===== config.mk =====
export PLATFORM = sky130hd
export DESIGN_NAME = parking_lot_manager
export DESIGN_NICKNAME = d
export VERILOG_FILES = /design/src/rtl/parking_lot_manager.sv
export SDC_FILE = /design/constraint.sdc
export NUM_CORES = 1
export LEC_CHECK = 0
export ABC_AREA = 1
export BUFFER_PORTS_ARGS = -buffer_cell sky130_fd_sc_hd__buf_2
export CAP_MARGIN = 20
export CORE_MARGIN = 1
export CORE_UTILIZATION = 45
export CTS_CLUSTER_DIAMETER = 100
export CTS_CLUSTER_SIZE = 8
export DETAILED_ROUTE_END_ITERATION = 8
export HOLD_SLACK_MARGIN = 0.02
export PLACE_DENSITY = 0.67
export SETUP_SLACK_MARGIN = 0.3
export SLEW_MARGIN = 10
export SYNTH_ARGS = -nofsm -noshare
export SYNTH_HDL_FRONTEND = slang
export SYNTH_SLANG_ARGS = --single-unit

===== constraint.sdc =====
create_clock -name clk -period 3.2 [get_ports clk]
set_input_delay 0.48 -clock clk [delete_from_list [all_inputs] [get_ports clk]]
set_output_delay 0.48 -clock clk [all_outputs]
set_load 0.1 [all_outputs]

===== src/rtl/parking_lot_manager.sv =====
// ----------------------------------------------------------------------------
// parking_lot_manager
//
// Multi-gate parking-lot occupancy manager. Every gate has a two-sensor
// direction decoder (outer sensor a, inner sensor b) that recognises a full
// entry (a, ab, b, none) or exit (b, ab, a, none) passage and emits a one-cycle
// registered tick. All gate ticks feed a single saturating occupancy counter.
// The counter drives full/empty flags, sticky overflow/underflow flags and a
// two-digit BCD free-space count for the seven-segment scan logic.
//
// Ports
//   clk         in   1        system clock
//   rst         in   1        synchronous reset, active-high
//   a           in   N_GATES  outer sensor per gate (debounced, active-high)
//   b           in   N_GATES  inner sensor per gate (debounced, active-high)
//   enter_tick  out  N_GATES  1-cycle pulse: car completed entry at gate i
//   exit_tick   out  N_GATES  1-cycle pulse: car completed exit at gate i
//   occupancy   out  CNT_W    cars currently in the lot
//   full        out  1        occupancy == CAPACITY
//   empty       out  1        occupancy == 0
//   ovf_err     out  1        sticky: an entry was clamped at CAPACITY
//   unf_err     out  1        sticky: an exit was clamped at 0
//   free_bcd    out  8        CAPACITY - occupancy as {tens, ones} BCD
// ----------------------------------------------------------------------------
module parking_lot_manager #(
    parameter int N_GATES  = 2,
    parameter int CAPACITY = 15,
    parameter int CNT_W    = $clog2(CAPACITY + 1)
) (
    input  logic               clk,
    input  logic               rst,
    input  logic [N_GATES-1:0] a,
    input  logic [N_GATES-1:0] b,
    output logic [N_GATES-1:0] enter_tick,
    output logic [N_GATES-1:0] exit_tick,
    output logic [CNT_W-1:0]   occupancy,
    output logic               full,
    output logic               empty,
    output logic               ovf_err,
    output logic               unf_err,
    output logic [7:0]         free_bcd
);

    // Signed width wide enough for occupancy plus up to 8 simultaneous ticks
    // in either direction, so the net sum never wraps before clamping.
    localparam int SUM_W = CNT_W + 4;

    typedef enum logic [2:0] {
        ST_IDLE,
        ST_EN1,
        ST_EN2,
        ST_EN3,
        ST_EX1,
        ST_EX2,
        ST_EX3
    } gate_state_e;

    // ------------------------------------------------------------------------
    // Per-gate direction decoders
    // ------------------------------------------------------------------------
    for (genvar gi = 0; gi < N_GATES; gi++) begin : g_gate
        gate_state_e state_q;
        logic        enter_q;
        logic        exit_q;
        logic [1:0]  ab;

        assign ab = {a[gi], b[gi]};

        always_ff @(posedge clk) begin
            if (rst) begin
                state_q <= ST_IDLE;
                enter_q <= 1'b0;
                exit_q  <= 1'b0;
            end else begin
                enter_q <= 1'b0;
                exit_q  <= 1'b0;
                case (state_q)
                    ST_IDLE: begin
                        if (ab == 2'b10)      state_q <= ST_EN1;
                        else if (ab == 2'b01) state_q <= ST_EX1;
                    end
                    // Entry path: a, a&b, b, clear
                    ST_EN1: begin
                        if (ab == 2'b11)      state_q <= ST_EN2;
                        else if (ab == 2'b00) state_q <= ST_IDLE;
                    end
                    ST_EN2: begin
                        case (ab)
                            2'b01:   state_q <= ST_EN3;
                            2'b10:   state_q <= ST_EN1;
                            2'b00:   state_q <= ST_IDLE;
                            default: state_q <= ST_EN2;
                        endcase
                    end
                    ST_EN3: begin
                        case (ab)
                            2'b00: begin
                                state_q <= ST_IDLE;
                                enter_q <= 1'b1;
                            end
                            2'b11:   state_q <= ST_EN2;
                            2'b10:   state_q <= ST_IDLE; // backed out
                            default: state_q <= ST_EN3;
                        endcase
                    end
                    // Exit path: b, a&b, a, clear
                    ST_EX1: begin
                        if (ab == 2'b11)      state_q <= ST_EX2;
                        else if (ab == 2'b00) state_q <= ST_IDLE;
                    end
                    ST_EX2: begin
                        case (ab)
                            2'b10:   state_q <= ST_EX3;
                            2'b01:   state_q <= ST_EX1;
                            2'b00:   state_q <= ST_IDLE;
                            default: state_q <= ST_EX2;
                        endcase
                    end
                    ST_EX3: begin
                        case (ab)
                            2'b00: begin
                                state_q <= ST_IDLE;
                                exit_q  <= 1'b1;
                            end
                            2'b11:   state_q <= ST_EX2;
                            2'b01:   state_q <= ST_IDLE; // backed out
                            default: state_q <= ST_EX3;
                        endcase
                    end
                    default: state_q <= ST_IDLE;
                endcase
            end
        end

        assign enter_tick[gi] = enter_q;
        assign exit_tick[gi]  = exit_q;
    end

    // ------------------------------------------------------------------------
    // Occupancy counter: net all gate ticks first, then clamp
    // ------------------------------------------------------------------------
    logic [CNT_W-1:0]        occupancy_q, occupancy_d;
    logic                    ovf_q, ovf_d;
    logic                    unf_q, unf_d;
    logic signed [SUM_W-1:0] n_enter;
    logic signed [SUM_W-1:0] n_exit;
    logic signed [SUM_W-1:0] sum_s;
    logic signed [SUM_W-1:0] cap_s;

    assign cap_s = $signed(SUM_W'(CAPACITY));

    always_comb begin
        n_enter = '0;
        n_exit  = '0;
        for (int i = 0; i < N_GATES; i++) begin
            n_enter = n_enter + $signed(SUM_W'(enter_tick[i]));
            n_exit  = n_exit  + $signed(SUM_W'(exit_tick[i]));
        end
        sum_s = $signed({4'b0000, occupancy_q}) + n_enter - n_exit;

        occupancy_d = sum_s[CNT_W-1:0];
        ovf_d       = ovf_q;
        unf_d       = unf_q;
        if (sum_s > cap_s) begin
            occupancy_d = CNT_W'(CAPACITY);
            ovf_d       = 1'b1;
        end else if (sum_s[SUM_W-1]) begin
            occupancy_d = '0;
            unf_d       = 1'b1;
        end
    end

    always_ff @(posedge clk) begin
        if (rst) begin
            occupancy_q <= '0;
            ovf_q       <= 1'b0;
            unf_q       <= 1'b0;
        end else begin
            occupancy_q <= occupancy_d;
            ovf_q       <= ovf_d;
            unf_q       <= unf_d;
        end
    end

    // ------------------------------------------------------------------------
    // Status and display outputs, decoded from the occupancy register
    // ------------------------------------------------------------------------
    logic [6:0] free_w;

    assign free_w    = 7'(CAPACITY) - 7'(occupancy_q);
    assign free_bcd  = {4'(free_w / 7'd10), 4'(free_w % 7'd10)};
    assign occupancy = occupancy_q;
    assign full      = (occupancy_q == CNT_W'(CAPACITY));
    assign empty     = (occupancy_q == '0);
    assign ovf_err   = ovf_q;
    assign unf_err   = unf_q;

endmodule

Yosys cells after proc, flatten, opt, wreduce, memory -nomap -nowiden
Index checks and enable logic that the tools add are counted.

cells by class
  add/sub/neg operators = 5
  divide/modulo/power cells = 2
  magnitude comparators = 1
  equality and inequality tests = 21
  multiplexer cells = 24
  bitwise logic cells = 5
  reduce and logical (&&, ||, !) cells = 14

operator list
  cell                                                  count
  case mux 3 bit (7 select lines)                       2
  2-to-1 mux 3 bit                                      10
  equality test 3 bit (second input constant)           6
  case mux 3 bit (3 select lines)                       2
  OR reduction 2 bit                                    8
  equality test 3 x 2 -> 1 bit (second input constant)  4
  case mux 2 bit (3 select lines)                       2
  case mux 3 bit (2 select lines)                       2
  equality test 2 bit (second input constant)           4
  2-to-1 mux 4 bit                                      2
  case mux 2 bit (2 select lines)                       2
  divider 7 x 4 -> 7 bit (second input constant)        1
  modulo 7 x 4 -> 7 bit (second input constant)         1
  equality test 3 x 1 -> 1 bit (second input constant)  2
  > comparator 6 x 5 -> 1 bit (second input constant)   1
  logical NOT 3 bit                                     2
  inequality test 3 bit (second input constant)         2
  subtractor 5 x 2 -> 6 bit                             1
  adder 4 x 2 -> 5 bit                                  1
  NOT 1 bit                                             5
  subtractor 4 x 4 -> 5 bit (first input constant)      1
  adder 1 x 1 -> 2 bit                                  2
  equality test 2 x 1 -> 1 bit (second input constant)  2
  equality test 4 bit (second input constant)           1
  other kinds (4)                                       6

storage, ports and cells
  register bits after elaboration = 16
  input port bits = 6
  output and inout bits = 20
  logic and storage cells = 81

Logic depth before layout (Yosys ltp)
  depth after elaboration = 6
  depth in mapped cells = 12
  depth with buffers taken out = 12

Worst setup path after synthesis
Ideal clock, no wire load.

  path type = reg2out
  from = register occupancy_q[3] (netlist: occupancy[3])
  to = output port free_bcd[3]
  data arrival time = 4.164 ns
  data required time = 2.720 ns
  setup slack = -1.444 ns
  cell stages (with the launch flop) = 5
  buffers on the path = 0
  path through = dfxtp_1 inv_1 ha_1 a31o_2 o21ai_0

on the way
  cells in the longest elaborated chain, start to end = 2

RTL lines
  element                    line  RTL
  start: declaration         142   logic [CNT_W-1:0] occupancy_q, occupancy_d;
  start signal: assignment   179   occupancy_q <= occupancy_d;
  subtractor 4 x 4 -> 5 bit  190   assign free_w = 7'(CAPACITY) - 7'(occupancy_q);
  modulo 7 x 4 -> 7 bit      191   assign free_bcd = {4'(free_w / 7'd10), 4'(free_w % 7'd10)};
  end: declaration           41    output logic [7:0] free_bcd

Every way passes these cells.

Worst setup path in the final report
  from = register occupancy_q[3] (netlist: occupancy[3])
  to = output port free_bcd[2]

The elaborated chain is that of the path after synthesis.

==> flow_summary_export.csv <==
group,metric,value,unit
clocking,cts.root.buffer_cell,"clkbuf_4",
critical_path,timing_worst_setup_path_type,"reg2out",
finish,final_core_utilization,52.6,%
clocking,max-clock-path-buffers,2,
sta,timing.fmax,409,MHz
route,drc_errors,0,
sta,finalClockSkew,0.000643,ns
synth,synth_cells,203,
sta,finalSetupViolCount,0,
clocking,clkTransAtPathRegs,0.09,ns
sta,min_period_over_period,76.3,%
route,routed_wirelength_normalized_by_instance_count,10.3,µm
route,via_per_inst,4.82,
synth,yosys.cell_types.count,28,
clocking,cts_tree,"done",
die,start_util,47.4,%
grt,global_route.usage.total,17.9,%
placed_design,place.detailed.hpwl,2220,µm
route,vias_after_detailed_routing,1268,
run,drv_cap,0,
grt,wire_length_of_the_first_global_routing_pass,4730,µm
clocking,cts_inserted_buffers,3,
critical_path,timing.critical_path.arrival,1.96,ns
synth,mappedNetlistArea,1440,µm²
grt,initial_antenna_violation_count,0,
sta,timing_max_transition_violations_final,0,
finish,areaGrowthSynthToFinish,10.9,%
die,fp.dieW,58.5,µm
synth,synthesis.yosys.warnings,0,
finish,nNetsFinal,250,
placed_design,io_buffers,22,
status,run_status,"finished clean",
critical_path,critPathRequiredTime,2.72,ns
synth,yosysSeqAreaShare,22.3,%
clocking,cts_post_setup_buffers_inserted,0,
clocking,cts.repair.resized,0,
die,placement_rows,20,
finish,final_layout_size_suffix_gt1_share,20.1,%
critical_path,timing.critical_path.fanout_max,6,
critical_path,rr_worst_depth,11,
route,postRouteAntennaNets,0,
placed_design,finalWeightedCongestion,0.868,
clocking,cts_hold_buffers,0,
min_path,worst_hold_path.num_cells,2,
die,die_h,58.5,µm
critical_path,worstSetupStartpointType,"register",
route,drt-pass1-iter-count,4,
clocking,clkSinkCount,16,
critical_path,end_kind,"output pin",
min_path,timing.hold.worst.class,"reg2reg",
route,totalWireLength,2720,µm
synth,ys_ff_latch,16,
sta,unrepaired_setup_endpoints_after_global_routing,"no",
placed_design,placement.cell_area,1560,µm²
die,floorplan.io_pins,26,
sta,finalSetupTns,0,ns
finish,finalInstanceArea,1590,µm²
clocking,cts_htree_levels,1,
grt,first_global_vias,1135,
grt,grt_start_max_net_pins,12,
grt,overflow,0,
finish,num_antenna_cells,0,
die,total_die_area,3420,µm²
route,drt-initial-drc-count,33,
die,fp.coreArea,3030,µm²
synth,synth_area_per_cell,7.08,µm²
finish,layout.filler_cells,305,
sta,finalHoldViolations,0,
clocking,clock_latency,0.29,ns
sta,finalWorstPathRequiredPeriod,2.44,ns
==> sequential cells by signal (all words and copies together), names as in the netlist <==
signal          count
occupancy           4
g_gate.enter_q      2
g_gate.exit_q       2
g_gate.state_q      6
ovf_err             1
unf_err             1
==> kinds of logic (layout without fill, tap and decap cells) <==
logic type	Yosys count	count (layout)	share of synthesized area (%)
buffers and inverters	50	64	16.6
adder cells (fa/ha/maj)	24	24	22.5
AO/OA/AOI/OAI	15	15	5.84
XOR/XNOR	2	2	1.22
flip-flops	16	16	22.3
AND/OR/NAND/NOR	95	95	31.3
other	1	3	0.261
==> cells in the final DEF (no fill, tap or decap) <==
cell type	n
o21ai_0	7
inv_2	3
dfxtp_1	12
xor2_4	1
fa_1	3
o22ai_1	1
xor2_1	1
dfxtp_2	4
a21oi_1	1
nand4_1	10
nand2_2	1
o21ai_1	1
a31oi_1	1
nand3_2	1
nor4_1	1
nor3_2	4
clkbuf_8	1
inv_1	35
clkbuf_4	3
ha_1	21
nand3b_1	2
a21oi_4	1
o21ai_2	1
nor3_1	3
nor2_1	25
nand3_1	18
or2_2	1
a31o_2	1
o211ai_1	1
conb_1	3
nand2_1	29
buf_2	22
==> layer usage <==
layer	routed length (µm)	track usage (%)	part of all wire, %	vias up
met4	41	7.14	1.5	0
met2	1310	32.2	48	27
met1	1270	21.7	47	568
li1	-	-	-	669
met5	0	0	0	-
met3	106	2.20	3.9	4
==> worst max-delay path, cell delays in order, from the launching register on <==
cell,delay [ns]
dfxtp_2,0.36
inv_1,0.16
ha_1,0.20
a31o_2,0.31
nor2_1,0.11
a21oi_4,0.10
buf_2,0.43
==> final timing paths <==
| path | from | to | slack [ns] |
|---|---|---|---|
| max | occupancy[3] | free_bcd[2] | 0.76 |
| min | ovf_err | ovf_err | 0.46 |
| max reg2reg | g_gate[0].exit_q | occupancy[3] | 0.87 |
| min reg2reg | ovf_err | ovf_err | 0.46 |
==> final cells by class <==
class | instances | area [µm²] | area share (%)
timing repair buffer | 22 | 110 | 6.91
inverter | 38 | 143 | 8.96
sequential | 16 | 325 | 20.4
tap | 44 | 55.1 | 3.46
multi-input combinational | 139 | 923 | 58.0
clock buffer | 4 | 36.3 | 2.28
==> cells in the mapped netlist <==
master    instances  area (µm²)
a31oi_1           1        6.26
o211ai_1          1        7.51
nand2_1          29         109
nand3_2           1        10.0
o22ai_1           1        6.26
nor3_2            3        30.0
nor4_1            1        6.26
a31o_2            1        8.76
or2_2             1        6.26
nand4_1          10        62.6
ha_1             21         263
nand3b_1          2        15.0
o21ai_1           1        5.00
nand3_1          18        90.1
xor2_1            2        17.5
buf_4             7        52.6
nand2_2           1        6.26
buf_2             2        10.0
dfxtp_1          16         320
a21oi_1           2        10.0
conb_1            1        3.75
inv_1            35         131
inv_2             3        11.3
nor2_1           25        93.8
buf_6             3        33.8
o21ai_0           8        40.0
fa_1              3        60.1
nor3_1            4        20.0
==> stage by stage <==
step                      std cells  hold slack [ns]  setup WS [ns]
after CTS                       263            0.463          0.733
after global placement          259            0.441          0.956
final                           263            0.459          0.758
after global routing            263            0.493          0.611
after floorplan                 205            0.474          0.195
after detailed placement        259            0.444          0.876
Power is left out: the tool's default activity adds up to more than one toggle a clock period on the data nets, which glitch-free logic cannot reach.
